==> src/rtl/dmi_access_ctrl_if.sv <==
// DMI request/response bundle between the DTM access controller and the DM.
// master = DTM-side controller, slave = debug module.
interface dmi_access_ctrl_if #(
    parameter int AbitsDmi = 7
) ();
    logic                req_valid;
    logic                req_ready;
    logic [AbitsDmi-1:0] req_addr;
    logic [1:0]          req_op;
    logic [31:0]         req_data;
    logic                resp_valid;
    logic                resp_ready;
    logic [31:0]         resp_data;
    logic [1:0]          resp_resp;

    modport master (
        output req_valid,
        output req_addr,
        output req_op,
        output req_data,
        output resp_ready,
        input  req_ready,
        input  resp_valid,
        input  resp_data,
        input  resp_resp
    );

    modport slave (
        input  req_valid,
        input  req_addr,
        input  req_op,
        input  req_data,
        input  resp_ready,
        output req_ready,
        output resp_valid,
        output resp_data,
        output resp_resp
    );
endinterface

==> src/rtl/dmi_access_ctrl.sv <==
// DTM-side DMI access controller: one outstanding DMI transaction, sticky dmistat.
// Optional response watchdog enabled by defining DMI_ACC_TIMEOUT_EN.
module dmi_access_ctrl #(
    parameter int AbitsDmi      = 7,
    parameter int TimeoutCycles = 1024
) (
    input  logic                clk_i,
    input  logic                rst_i,
    input  logic                update_i,
    input  logic [1:0]          update_op_i,
    input  logic [AbitsDmi-1:0] update_addr_i,
    input  logic [31:0]         update_data_i,
    input  logic                capture_i,
    output logic [1:0]          capture_op_o,
    output logic [AbitsDmi-1:0] capture_addr_o,
    output logic [31:0]         capture_data_o,
    input  logic                dmireset_i,
    input  logic                dmihardreset_i,
    output logic [1:0]          dmistat_o,
    output logic                dmi_rst_no,
    dmi_access_ctrl_if.master   dmi
);

    typedef enum logic [1:0] {
        IDLE = 2'd0,
        REQ  = 2'd1,
        WAIT = 2'd2
    } state_e;

    localparam logic [1:0] OpRead  = 2'd1;
    localparam logic [1:0] OpWrite = 2'd2;
    localparam logic [1:0] ErrFail = 2'd2;
    localparam logic [1:0] ErrBusy = 2'd3;

    state_e              state_q;
    state_e              state_n;
    logic [AbitsDmi-1:0] addr_q;
    logic [1:0]          op_q;
    logic [31:0]         wdata_q;
    logic [31:0]         rdata_q;
    logic [1:0]          error_q;
    logic [1:0]          error_n;
    logic [1:0]          err_base;
    logic                rst_n_q;
    logic                is_idle;
    logic                op_ok;
    logic                accept;
    logic                req_hs;
    logic                resp_hs;
    logic                busy_evt;
    logic                timeout;
    logic                timeout_fire;

    assign is_idle  = (state_q == IDLE);
    assign err_base = dmireset_i ? 2'd0 : error_q;
    assign op_ok    = (update_op_i == OpRead) || (update_op_i == OpWrite);
    assign accept   = update_i && is_idle && op_ok
                    && (err_base == 2'd0) && !dmihardreset_i;
    assign req_hs   = (state_q == REQ) && dmi.req_ready;
    assign resp_hs  = (state_q == WAIT) && dmi.resp_valid;
    assign busy_evt = !is_idle && (update_i || capture_i);
    assign timeout_fire = timeout && !req_hs && !resp_hs;

`ifdef DMI_ACC_TIMEOUT_EN
    localparam int CntW = $clog2(TimeoutCycles + 1);

    logic [CntW-1:0] cnt_q;

    assign timeout = !is_idle
                   && (cnt_q == CntW'(TimeoutCycles - 1));

    // Watchdog counts cycles spent in the current REQ/WAIT visit.
    always_ff @(posedge clk_i) begin
        if (rst_i || dmihardreset_i || is_idle || (state_n != state_q))
            cnt_q <= '0;
        else
            cnt_q <= cnt_q + 1'b1;
    end
`else
    // Without the watchdog the controller waits for the DM forever.
    assign timeout = 1'b0 & (TimeoutCycles == 0);
`endif

    // State register.
    always_ff @(posedge clk_i) begin
        if (rst_i)
            state_q <= IDLE;
        else
            state_q <= state_n;
    end

    // Next-state logic; hard reset dominates everything.
    always_comb begin
        state_n = state_q;
        if (dmihardreset_i) begin
            state_n = IDLE;
        end else begin
            case (state_q)
                IDLE: if (accept) state_n = REQ;
                REQ: begin
                    if (req_hs)
                        state_n = WAIT;
                    else if (timeout)
                        state_n = IDLE;
                end
                WAIT: begin
                    if (dmi.resp_valid)
                        state_n = IDLE;
                    else if (timeout)
                        state_n = IDLE;
                end
                default: state_n = IDLE;
            endcase
        end
    end

    // Handshake outputs decoded from the current state.
    always_comb begin
        dmi.req_valid  = (state_q == REQ);
        dmi.resp_ready = (state_q == WAIT);
    end

    assign dmi.req_addr = addr_q;
    assign dmi.req_op   = op_q;
    assign dmi.req_data = wdata_q;

    // Sticky error: dmireset clears first, then only the first new error lands.
    always_comb begin
        error_n = err_base;
        if (resp_hs && (dmi.resp_resp != 2'd0) && (error_n == 2'd0))
            error_n = dmi.resp_resp;
        if (busy_evt && (error_n == 2'd0))
            error_n = ErrBusy;
        if (timeout_fire && (error_n == 2'd0))
            error_n = ErrFail;
        if (dmihardreset_i)
            error_n = 2'd0;
    end

    // Error register.
    always_ff @(posedge clk_i) begin
        if (rst_i)
            error_q <= 2'd0;
        else
            error_q <= error_n;
    end

    // Request latch on an accepted update; read data on a read response.
    always_ff @(posedge clk_i) begin
        if (rst_i) begin
            addr_q  <= '0;
            op_q    <= 2'd0;
            wdata_q <= 32'd0;
            rdata_q <= 32'd0;
        end else begin
            if (accept) begin
                addr_q  <= update_addr_i;
                op_q    <= update_op_i;
                wdata_q <= update_data_i;
            end
            if (resp_hs && (op_q == OpRead) && !dmihardreset_i)
                rdata_q <= dmi.resp_data;
        end
    end

    // Capture-DR snapshot taken from pre-update state.
    always_ff @(posedge clk_i) begin
        if (rst_i) begin
            capture_op_o   <= 2'd0;
            capture_addr_o <= '0;
            capture_data_o <= 32'd0;
        end else if (capture_i && !dmihardreset_i) begin
            capture_op_o   <= is_idle ? error_q : ErrBusy;
            capture_addr_o <= addr_q;
            capture_data_o <= rdata_q;
        end
    end

    // DMI reset to the DM: low in reset and for one cycle after a hard reset.
    always_ff @(posedge clk_i) begin
        rst_n_q <= !(rst_i || dmihardreset_i);
    end

    assign dmi_rst_no = rst_n_q;
    assign dmistat_o  = error_q;

endmodule

==> src/flat_wrapper.sv <==
// flat-port wrapper written by rule: the top's interface ports become plain ports
module dmi_access_ctrl_flat 
#(
    parameter int AbitsDmi      = 7,
    parameter int TimeoutCycles = 1024
)
  (clk_i, rst_i, update_i, update_op_i, update_addr_i, update_data_i, capture_i, capture_op_o, capture_addr_o, capture_data_o, dmireset_i, dmihardreset_i, dmistat_o, dmi_rst_no, dmi_req_valid, dmi_req_addr, dmi_req_op, dmi_req_data, dmi_resp_ready, dmi_req_ready, dmi_resp_valid, dmi_resp_data, dmi_resp_resp);
  dmi_access_ctrl_if #(.AbitsDmi(AbitsDmi)) dmi_i ();
  input  logic clk_i;
  input  logic rst_i;
  input  logic update_i;
  input  logic [1:0] update_op_i;
  input  logic [AbitsDmi-1:0] update_addr_i;
  input  logic [31:0] update_data_i;
  input  logic capture_i;
  output logic [1:0] capture_op_o;
  output logic [AbitsDmi-1:0] capture_addr_o;
  output logic [31:0] capture_data_o;
  input  logic dmireset_i;
  input  logic dmihardreset_i;
  output logic [1:0] dmistat_o;
  output logic dmi_rst_no;
  output wire logic [$bits(dmi_i.req_valid)-1:0] dmi_req_valid;
  output wire logic [$bits(dmi_i.req_addr)-1:0] dmi_req_addr;
  output wire logic [$bits(dmi_i.req_op)-1:0] dmi_req_op;
  output wire logic [$bits(dmi_i.req_data)-1:0] dmi_req_data;
  output wire logic [$bits(dmi_i.resp_ready)-1:0] dmi_resp_ready;
  input wire logic [$bits(dmi_i.req_ready)-1:0] dmi_req_ready;
  input wire logic [$bits(dmi_i.resp_valid)-1:0] dmi_resp_valid;
  input wire logic [$bits(dmi_i.resp_data)-1:0] dmi_resp_data;
  input wire logic [$bits(dmi_i.resp_resp)-1:0] dmi_resp_resp;
  assign dmi_req_valid = dmi_i.req_valid;
  assign dmi_req_addr = dmi_i.req_addr;
  assign dmi_req_op = dmi_i.req_op;
  assign dmi_req_data = dmi_i.req_data;
  assign dmi_resp_ready = dmi_i.resp_ready;
  assign dmi_i.req_ready = dmi_req_ready;
  assign dmi_i.resp_valid = dmi_resp_valid;
  assign dmi_i.resp_data = dmi_resp_data;
  assign dmi_i.resp_resp = dmi_resp_resp;
  dmi_access_ctrl #(.AbitsDmi(AbitsDmi), .TimeoutCycles(TimeoutCycles)) u_core (.clk_i(clk_i), .rst_i(rst_i), .update_i(update_i), .update_op_i(update_op_i), .update_addr_i(update_addr_i), .update_data_i(update_data_i), .capture_i(capture_i), .capture_op_o(capture_op_o), .capture_addr_o(capture_addr_o), .capture_data_o(capture_data_o), .dmireset_i(dmireset_i), .dmihardreset_i(dmihardreset_i), .dmistat_o(dmistat_o), .dmi_rst_no(dmi_rst_no), .dmi(dmi_i));
endmodule
==> config.mk <==
export PLATFORM = sky130hd
export DESIGN_NAME = dmi_access_ctrl_flat
export DESIGN_NICKNAME = d
export VERILOG_FILES = /design/src/rtl/dmi_access_ctrl_if.sv /design/src/rtl/dmi_access_ctrl.sv /design/src/flat_wrapper.sv
export SDC_FILE = /design/constraint.sdc
export NUM_CORES = 1
export LEC_CHECK = 0
export ABC_AREA = 0
export BUFFER_PORTS_ARGS = -buffer_cell sky130_fd_sc_hd__buf_4
export CAP_MARGIN = 30
export CORE_MARGIN = 5
export CORE_UTILIZATION = 35
export DETAILED_ROUTE_END_ITERATION = 12
export GPL_TIMING_DRIVEN = 0
export PLACE_DENSITY = 0.67
export SYNTH_ARGS = -nofsm -noshare
export SYNTH_HDL_FRONTEND = slang
export SYNTH_SLANG_ARGS = --single-unit
==> constraint.sdc <==
create_clock -name clk_i -period 4.9 [get_ports clk_i]
set_input_delay 1.225 -clock clk_i [delete_from_list [all_inputs] [get_ports clk_i]]
set_output_delay 1.225 -clock clk_i [all_outputs]
set_load 0.1 [all_outputs]
**Word level (Yosys, flattened, before mapping)**

Cells that the tools add are included.
W data, S select, Z words.

- Flip-flop bits (word level): 119
- Input bits: 83
- Output and inout bits: 87
- Word-level logic and storage cells: 51

- Equality and inequality tests: 8
- Mux-type cells: 8
- Reduce and logical (&&, ||, !) cells: 25

Operators by type and width:

| operator | count |
|---|---|
| $mux W2 | 7 |
| $logic_and A1 B1 Y1 | 13 |
| $eq A2 B1 Y1 const B | 3 |
| $logic_not A2 Y1 | 3 |
| $pmux W2 S3 | 1 |
| $eq A2 B2 Y1 const B | 2 |
| $ne A2 B1 Y1 const B | 2 |
| $logic_not A1 Y1 | 3 |
| $logic_or A1 B1 Y1 | 3 |
| $reduce_and A3 Y1 | 1 |
| $ne A2 B2 Y1 const B | 1 |
| $reduce_bool A2 Y1 | 1 |
| $reduce_or A2 Y1 | 1 |

**Logic depth before layout (Yosys ltp)**

Gate-level depths: netlist (run 1).

- Word-level depth: 8
- Gate-level depth with buffers: 6
- Mapped depth without buffers: 4

**Least setup slack after synthesis (run 1)**

No wires, ideal clock.

- Path type: reg2out
- Start: reg u_core.state_q[0]
- End: out dmi_req_valid
- Arrival: 1,839 ps
- Required time: 3,675 ps
- Setup slack: 1,836 ps
- Stages on the path, launching flop included: 3
- Cell sequence: dfxtp_1 > buf_2 > nor2b_1

- Word-level cells in the longest chain between the ends: 1

RTL lines:

| what | line | source |
|---|---|---|
| start: declaration | dmi_access_ctrl.sv:35 | `state_e state_q;` |
| start signal: assignment | dmi_access_ctrl.sv:89 | `state_q <= state_n;` |
| $eq A2 B1 Y1 | dmi_access_ctrl.sv:119 | `dmi.req_valid = (state_q == REQ);` |
| end: declaration | flat_wrapper.sv:23 | `output wire logic [$bits(dmi_i.req_valid)-1:0] dmi_req_valid;` |

No other way between the ends.

**Worst setup path after layout (run 1)**

Ends and elaborated chain as after synthesis.

==> flow_summary.yaml, run 1 <==
run_status:
  status: "complete, no violations"
synthesis:
  ys_types: 33
  synth_commonest_cells: "dfxtp_1 (119), nand2b_1 (81), nand2_1 (78), a21oi_1 (71), clkbuf_1 (40)"
  synth_seq_area_share_pct: 50.0
  synthAdderAreaFrac_pct: 0
  syn_inst: 544
  synth_area_per_cell_um2: 8.76
  synth_simple_gate_area_share_pct: 23.9
  synthTopCellsByArea: "dfxtp_1 (50%), nand2b_1 (11%), mux2i_1 (8.2%), a21oi_1 (7.5%), nand2_1 (6.1%)"
  synth_edf_count: 0
  synth.most_common_cell: "dfxtp_1"
  yosysWarnings: 0
  synth_top_family_by_area: "simple AND/OR/NAND/NOR gates"
  mappedNetlistArea_um2: 4760
  synth-xor-area-share_pct: 0.184
  synth.top_cell.area_share_pct: 50.0
  async_reset_ff_share_pct: 0
  synth_ff_type: "dfxtp_1"
  syn_nets: 627
  synthMuxAreaShare_pct: 8.19
  ys_seq_elements: 119
  yosysTopAreaCell: "dfxtp_1"
  synth-compound-area-share_pct: 13.0
power:
  leakagePower_nw: 2.71
  vdd_drop_max_uv: 226
  design_power_total_mw: 2.61
  powerDensity_nw_per_um2: 379
clock_network:
  holdBufCountCts: 0
  root_buffer: "clkbuf_16"
  clock_latency_ns: 0.42
  cts_max_level: 4
  cts_tree: "built"
  clk_pin_slew_ns: 0.05
  clk_path_buf_depth: 2
  post_cts_resized: 0
  cts_sinks: 119
  numCtsBuffers: 17
  post_cts.repair.setup_buffers: 0
drt:
  drcViolationCount: 0
  drt_wl_total_um: 13600
  drt-pass1-iter-count: 4
  drtIter0Drc: 173
  via_per_inst: 4.82
  drt.antenna.violating_nets: 0
  wire_per_inst_um: 14.8
  num_vias: 4431
floorplan:
  io_pins: 170
  die_area_um2: 16000
  die_h_um: 127
  die_x_um: 127
  rows: 42
  core_um2: 13300
  floorplan.initialDensity_pct: 35.8
hold_path:
  worst_hold_path_type: "reg -> reg"
worst_setup_path:
  slowest_delay_ns: 0.32
  critPathLaunch: "u_core.state_q[0]$_SDFFE_PN0P_"
  cp.buffers_inverters: 2
  reg2reg_slack_ns: 2.98
  worstPathMaxFanout: 10
  cp_top_family: "buffers and inverters"
  end_kind: "output pin"
  arrival_ns: 1.41
  r2r_cells: 5
  worstReg2RegStart: "u_core.state_q[0]$_SDFFE_PN0P_"
  path_class: "reg -> out"
  worst_r2r_endpoint: "u_core.dmi.req_data[1]$_SDFFE_PP0P_"
  cp_slowest_cell: "buf_4"
  setup.worst_path.start_class: "flip-flop"
  endpoint: "dmi_req_valid"
  cp.depth: 3
  cp.required_ns: 3.67
  crit_chain: "buf_2 -> nor2b_1 -> buf_4"
timing:
  maxSlewViolCount: 0
  setup_violations: 0
  period_share_pct: 53.7
  relSlewSlack_pct: 51.6
  fin_worst_skew_ns: 0.0132
  clock.fmax_mhz: 380
  setup_tns_ns: 0
  post-route-min-period_ns: 2.63
  tightest_slew_ns: 0.724
  setup_slack_ns: 2.27
  rsz0062_at_grt: "no"
  holdWs_ns: 0.444
  final_hold_viol_count: 0
cells_and_area:
  n_antenna_cell: 0
  fill_cells: 1274
  final_cells: 920
  nNetsFinal: 814
  area_delta_synth_final_pct: 44.1
  fin_util_pct: 51.7
  drive_above_1_share_pct: 28.1
  stdcell_area_um2: 6870
global_route:
  grt_usage_pct: 17.1
  antenna_found_initial: 0
  grt_pass1_vias: 4459
  grt_first_pass_wirelength_um: 22000
  grt_overflow: 0
  grt_max_degree: 17
placed_design:
  routabilityCongestion: 0.811
  preCtsSetupSlack_ns: 2.09
  dp.final_hpwl_um: 10400
  placed_cells: 888
  place_area_um2: 6250
  port-buffer-count: 168
run:
  cap_violations: 0
[report_power, final]
group | switching [mW] | internal (mW) | leakage (nW) | total, mW
Sequential | 0.0115 | 0.986 | 0.962 | 0.997
Clock | 0.436 | 0.863 | 0.296 | 1.30
Combinational | 0.208 | 0.102 | 1.45 | 0.310
Total | 0.656 | 1.95 | 2.71 | 2.61
[kinds of logic (layout without fill, tap and decap cells)]
kind of cell | after synthesis | in the layout
flip-flops | 119 | 119
AND/OR/NAND/NOR | 217 | 217
XOR/XNOR | 1 | 1
AO/OA/AOI/OAI | 118 | 118
buffers and inverters | 50 | 250
multiplexers | 39 | 39
[sequential cells by signal, summed over array words and instances (netlist names)]
signal,count
u_core.capture_addr_o,7
u_core.capture_data_o,32
u_core.capture_op_o,2
u_core.dmi.req_addr,7
u_core.dmi.req_data,32
u_core.dmi.req_op,2
u_core.dmi_rst_no,1
u_core.dmistat_o,2
u_core.rdata_q,32
u_core.state_q,2
[cells in the final DEF (no fill, tap or decap), types with 2 or more instances in the layout]
master	Yosys	routed
clkbuf_1	40	42
a31oi_1	4	4
o21ai_0	36	36
dfxtp_1	119	119
nor2_1	4	4
nand2b_1	81	81
and3_1	2	2
bufinv_16	0	4
nor4_1	2	2
buf_4	0	168
nand4_1	2	2
clkinv_2	0	3
a21oi_1	71	71
buf_6	5	5
o32ai_1	2	2
clkinvlp_4	0	3
mux2i_1	39	39
nor2b_1	6	6
nor3_1	2	2
nand3_1	32	32
clkbuf_16	0	17
inv_1	4	4
nand2_1	78	78
[worst min-delay path by stage]
stage,start,end,depth (start not counted)
finish,u_core.rdata_q[20]$_SDFFE_PP0P_,u_core.capture_data_o[20]$_SDFFE_PP0P_,2
global route,u_core.rdata_q[8]$_SDFFE_PP0P_,u_core.capture_data_o[8]$_SDFFE_PP0P_,2
CTS,u_core.rdata_q[20]$_SDFFE_PP0P_,u_core.capture_data_o[20]$_SDFFE_PP0P_,2
detailed placement,u_core.rdata_q[20]$_SDFFE_PP0P_,u_core.capture_data_o[20]$_SDFFE_PP0P_,2
global placement,u_core.rdata_q[26]$_SDFFE_PP0P_,u_core.capture_data_o[26]$_SDFFE_PP0P_,2
floorplan,u_core.rdata_q[0]$_SDFFE_PP0P_,u_core.capture_data_o[0]$_SDFFE_PP0P_,2
[tightest hold or removal path: cells and delay by family (launching register included)]
family           cells  cell delay [ns]
AND/OR/NAND/NOR      1             0.05
flip-flops           1             0.30
AO/OA/AOI/OAI        1             0.05
[layout make-up]
type                       instances  area (um^2)  area share (%)
sequential                       119         2380            34.7
clock buffer                      20          447            6.50
clock inverter                    12          175            2.55
timing repair buffer             168         1260            18.4
tap                              176          220            3.21
inverter                           4         15.0           0.219
buffer                            46          211            3.08
multi-input combinational        375         2160            31.4
[per-layer routing]
layer / global-route usage, % / part of all wire (%)
met1: 21.1 / 44
met2: 27.0 / 46
met3: 5.84 / 7.8
met4: 7.57 / 2.3
met5: 0 / 0
Note: power is estimated with default switching activity, not from simulation.
==> inputs of run 2 (changes only) <==
--- a/config.mk
+++ b/config.mk
@@ -12,7 +12,7 @@
 export CORE_UTILIZATION = 35
 export DETAILED_ROUTE_END_ITERATION = 12
 export GPL_TIMING_DRIVEN = 0
-export PLACE_DENSITY = 0.67
+export PLACE_DENSITY = 0.69
 export SYNTH_ARGS = -nofsm -noshare
 export SYNTH_HDL_FRONTEND = slang
 export SYNTH_SLANG_ARGS = --single-unit
==> constraint.sdc (replaced) <==
create_clock -name clk_i -period 2.41 [get_ports clk_i]
set_input_delay 0.6025 -clock clk_i [delete_from_list [all_inputs] [get_ports clk_i]]
set_output_delay 0.6025 -clock clk_i [all_outputs]
set_load 0.1 [all_outputs]
==> flow_summary.yaml, run 2 (synthesized netlist as in run 1, its figures left out) <==
run_status:
  status: "complete, no violations"
worst_setup_path:
  slowest_delay_ns: 0.31
  cp_slowest_cell: "buf_4"
  worstReg2RegStart: "u_core.state_q[0]$_SDFFE_PN0P_"
  path_class: "reg -> out"
  r2r_cells: 5
  worst_r2r_endpoint: "u_core.dmi.req_addr[4]$_SDFFE_PP0P_"
  worstPathMaxFanout: 10
  end_kind: "output pin"
  cp.required_ns: 1.81
  setup.worst_path.start_class: "flip-flop"
  crit_chain: "buf_2 -> nor2b_2 -> buf_4"
  arrival_ns: 1.40
  reg2reg_slack_ns: 0.51
timing:
  relSlewSlack_pct: 44.0
  period_share_pct: 83.1
  fin_worst_skew_ns: 0.00786
  final_hold_viol_count: 0
  setup_tns_ns: 0
  post-route-min-period_ns: 2.00
  setup_violations: 0
  rsz0062_at_grt: "no"
  maxSlewViolCount: 0
  tightest_slew_ns: 0.838
  clock.fmax_mhz: 499
drt:
  drt_wl_total_um: 14000
  via_per_inst: 4.80
  drcViolationCount: 0
  num_vias: 4402
  drt-pass1-iter-count: 6
  drt.antenna.violating_nets: 0
  drtIter0Drc: 230
  wire_per_inst_um: 15.2
cells_and_area:
  area_delta_synth_final_pct: 42.9
  multiInputGateArea_um2: 2160
  final_cells: 918
  drive_above_1_share_pct: 28.3
  fill_cells: 1247
  nNetsFinal: 814
  regArea_um2: 2380
  layout_commonest_cell: "buf_4"
  n_antenna_cell: 0
  mostFrequentLayoutCells: "buf_4 (168), dfxtp_1 (119), nand2b_1 (81), nand2_1 (78), a21oi_1 (71)"
run:
  cap_violations: 0
floorplan:
  rows: 42
  die_h_um: 127
  floorplan.initialDensity_pct: 35.8
  io_pins: 170
  core_um2: 13300
  die_x_um: 127
  die_area_um2: 16000
hold_path:
  worst_hold_path_type: "in -> reg"
  hold_end: "u_core.rdata_q[14]$_SDFFE_PP0P_"
  hp-start: "dmi_resp_data[14]"
  min_path_cells: 3
placed_design:
  port-buffer-count: 168
  routabilityCongestion: 0.795
  placed_cells: 888
  dp.final_hpwl_um: 10600
clock_network:
  clk_path_buf_depth: 2
  cts_tree: "built"
  clk_pin_slew_ns: 0.05
  holdBufCountCts: 0
  cts_sinks: 119
  cts_max_level: 4
  post_cts_resized: 0
  root_buffer: "clkbuf_16"
  numCtsBuffers: 17
  post_cts.repair.setup_buffers: 0
  clock_latency_ns: 0.41
power:
  powerDensity_nw_per_um2: 737
  vdd_drop_max_uv: 424
  leakagePower_nw: 2.68
global_route:
  grt_max_degree: 17
  grt_first_pass_wirelength_um: 22100
  grt_usage_pct: 17.3
  antenna_found_initial: 0
  grt_overflow: 0
  grt_pass1_vias: 4392
==> run 2: cell types whose count changed in the layout (fill, tap and decap cells not counted) <==
cell and delta:
bufinv_16 -3, clkbuf_8 +3, nor2b_1 -2, nor2b_2 +2, clkbuf_1 -1, clkinv_2 +1
clkinvlp_4 -1, inv_6 -1
==> run 2: worst max-delay path by stage <==
stage | startpoint | endpoint | slack, ns | depth (start not counted)
finish | u_core.state_q[0]$_SDFFE_PN0P_ | dmi_req_valid | 0.41 | 3
global route | u_core.state_q[0]$_SDFFE_PN0P_ | dmi_req_valid | 0.31 | 3
CTS | u_core.state_q[0]$_SDFFE_PN0P_ | dmi_req_valid | 0.38 | 3
global placement | dmihardreset_i | u_core.rdata_q[10]$_SDFFE_PP0P_ | 0.23 | 5
floorplan | u_core.dmi.req_op[0]$_SDFFE_PP0P_ | u_core.rdata_q[10]$_SDFFE_PP0P_ | 0.39 | 4
detailed placement | dmihardreset_i | u_core.rdata_q[12]$_SDFFE_PP0P_ | 0.18 | 5
==> run 2: power breakdown <==
part,switching [mW],internal [mW]
Sequential,0.0223,2.00
Combinational,0.424,0.208
Clock,0.856,1.51
==> run 2: final cells by class <==
| cell class | count | area share [%] |
|---|---|---|
| sequential | 119 | 35.0 |
| multi-input combinational | 375 | 31.7 |
| timing repair buffer | 168 | 18.5 |
| clock buffer | 22 | 7.11 |
| tap | 176 | 3.23 |
| buffer | 46 | 3.11 |
| clock inverter | 8 | 1.08 |
| inverter | 4 | 0.221 |
==> run 2: layer usage <==
layer	part of all wire, %	track usage (%)
met4	1.7	7.32
met2	49	28.8
met3	7.3	6.01
met5	0	0
met1	42	20.3
==> run 2: metrics by stage <==
step	hold WS (ns)	instance area (um^2)	utilization, %	power [mW]	setup WS [ns]
floorplan	0.428	4770	-	2.48	0.392
global placement	0.434	6250	47.0	2.69	0.230
detailed placement	0.445	6250	47.0	2.70	0.179
CTS	0.433	6810	51.2	5.09	0.381
global route	0.443	6810	51.2	5.22	0.311
finish	0.448	6810	51.2	5.02	0.407
==> run 2: worst max-delay path: cells and delay by family (launching register included) <==
family / cells / cell delay [ns]
AND/OR/NAND/NOR: 1 / 0.19
buffers and inverters: 2 / 0.50
flip-flops: 1 / 0.30
==> inputs of run 3 (changes only) <==
==> constraint.sdc (replaced) <==
create_clock -name clk_i -period 1.6 [get_ports clk_i]
set_input_delay 0.4 -clock clk_i [delete_from_list [all_inputs] [get_ports clk_i]]
set_output_delay 0.4 -clock clk_i [all_outputs]
set_load 0.1 [all_outputs]
==> flow_summary.yaml, run 3 (synthesized netlist as in run 1, its figures left out) <==
placed_design:
  port-buffer-count: 168
  routabilityCongestion: 0.827
  preCtsSetupSlack_ns: -0.387
  dp.final_hpwl_um: 10500
clock_network:
  holdBufCountCts: 0
  clk_pin_slew_ns: 0.05
  cts_max_level: 4
  clock_latency_ns: 0.40
  root_buffer: "clkbuf_16"
  clk_path_buf_depth: 2
  numCtsBuffers: 17
  cts_tree: "built"
  cts_sinks: 119
drt:
  num_vias: 4545
  drcViolationCount: 0
  wire_per_inst_um: 15.6
  drt.antenna.violating_nets: 0
  drtIter0Drc: 191
  drt-pass1-iter-count: 4
  drt_wl_total_um: 14600
  via_per_inst: 4.87
floorplan:
  floorplan.initialDensity_pct: 35.8
  die_area_um2: 16000
  rows: 42
  die_h_um: 127
  core_um2: 13300
  die_x_um: 127
  io_pins: 170
global_route:
  grt_first_pass_wirelength_um: 22600
  grt_pass1_vias: 4503
  antenna_found_initial: 0
  grt_usage_pct: 17.5
  grt_max_degree: 17
  grt_overflow: 0
run_status:
  status: "finished, violations left"
  violations: "negative setup slack"
timing:
  rsz0062_at_grt: "yes"
  setup_tns_ns: -4.35
  clock.fmax_mhz: 574
  fin_worst_skew_ns: 0.00673
  setup_violations: 42
  post-route-min-period_ns: 1.74
  relSlewSlack_pct: 64.3
  final_hold_viol_count: 0
  maxSlewViolCount: 0
  tightest_slew_ns: 0.536
  period_share_pct: 109
  setup_slack_ns: -0.143
worst_setup_path:
  arrival_ns: 2.07
  setup.worst_path.start_class: "flip-flop"
  path_class: "reg -> reg"
  end_kind: "flip-flop"
  cp.required_ns: 1.92
  worstPathMaxFanout: 8
cells_and_area:
  area_delta_synth_final_pct: 52.7
  mostFrequentLayoutCells: "buf_4 (174), dfxtp_1 (113), nand2b_1 (81), nand2_1 (78), a21oi_1 (69)"
  drive_above_1_share_pct: 33.9
  nNetsFinal: 828
  layout_commonest_cell: "buf_4"
  n_antenna_cell: 0
power:
  vdd_drop_max_uv: 719
  leakagePower_nw: 2.90
  powerDensity_nw_per_um2: 1100
hold_path:
  worst_hold_path_type: "in -> reg"
run:
  cap_violations: 0
[run 3: worst max-delay path: stages (launching register included)]
cell and delay, ns:
dfxtp_4 0.36, or4b_4 0.56, nor3_4 0.21, buf_12 0.19
buf_12 0.13, mux2i_1 0.21
[run 3: final cells by class]
type                       count  area (um^2)
tap                          176          220
sequential                   119         2390
timing repair buffer         185         1540
clock inverter                 9          120
multi-input combinational    375         2220
buffer                        43          267
fill                        1231         6020
clock buffer                  23          498
inverter                       4         15.0
[run 3: path summary, 6_finish.rpt]
path,startpoint,end,slack [ns],cells after the start
worst max-delay path,u_core.state_q[0]$_SDFFE_PN0P_,u_core.dmi.req_data[30]$_SDFFE_PP0P_,-0.14,5
worst min-delay path,dmi_resp_data[7],u_core.rdata_q[7]$_SDFFE_PP0P_,0.25,3
worst max register to register,u_core.state_q[0]$_SDFFE_PN0P_,u_core.dmi.req_data[30]$_SDFFE_PP0P_,-0.14,5
worst min register to register,u_core.rdata_q[0]$_SDFFE_PP0P_,u_core.capture_data_o[0]$_SDFFE_PP0P_,0.45,2
[run 3: per-layer routing]
layer / GRT usage (%) / routed length [um] / up-vias
li1: - / - / 2242
met1: 21.2 / 6100 / 2150
met2: 29.3 / 7290 / 140
met3: 5.17 / 1030 / 13
met4: 6.75 / 180 / 0
met5: 0 / 0 / -
[run 3: power by group]
part	switching, mW	internal [mW]	leakage, nW
clock network	1.30	2.64	0.312
registers	0.0351	3.02	0.965
logic	0.657	0.364	1.62
[run 3: what timing repair did]
item                       CTS  global route
setup endpoints to repair   72            72
resized for setup           22            70
pin swaps                    1            13
gates cloned                 0             5
setup buffers                5             7
[run 3: stage by stage]
stage	hold slack, ns	instances	util (%)	total power, mW	cell area (um^2)
2_1_floorplan	0.428	544	-	3.74	4790
3_3_place_gp	0.436	888	47.1	4.06	6270
3_5_place_dp	0.442	888	47.1	4.07	6270
4_1_cts	0.239	924	52.7	8.03	7010
5_1_grt	0.236	934	54.7	8.27	7280
6_report	0.254	934	54.7	8.01	7280
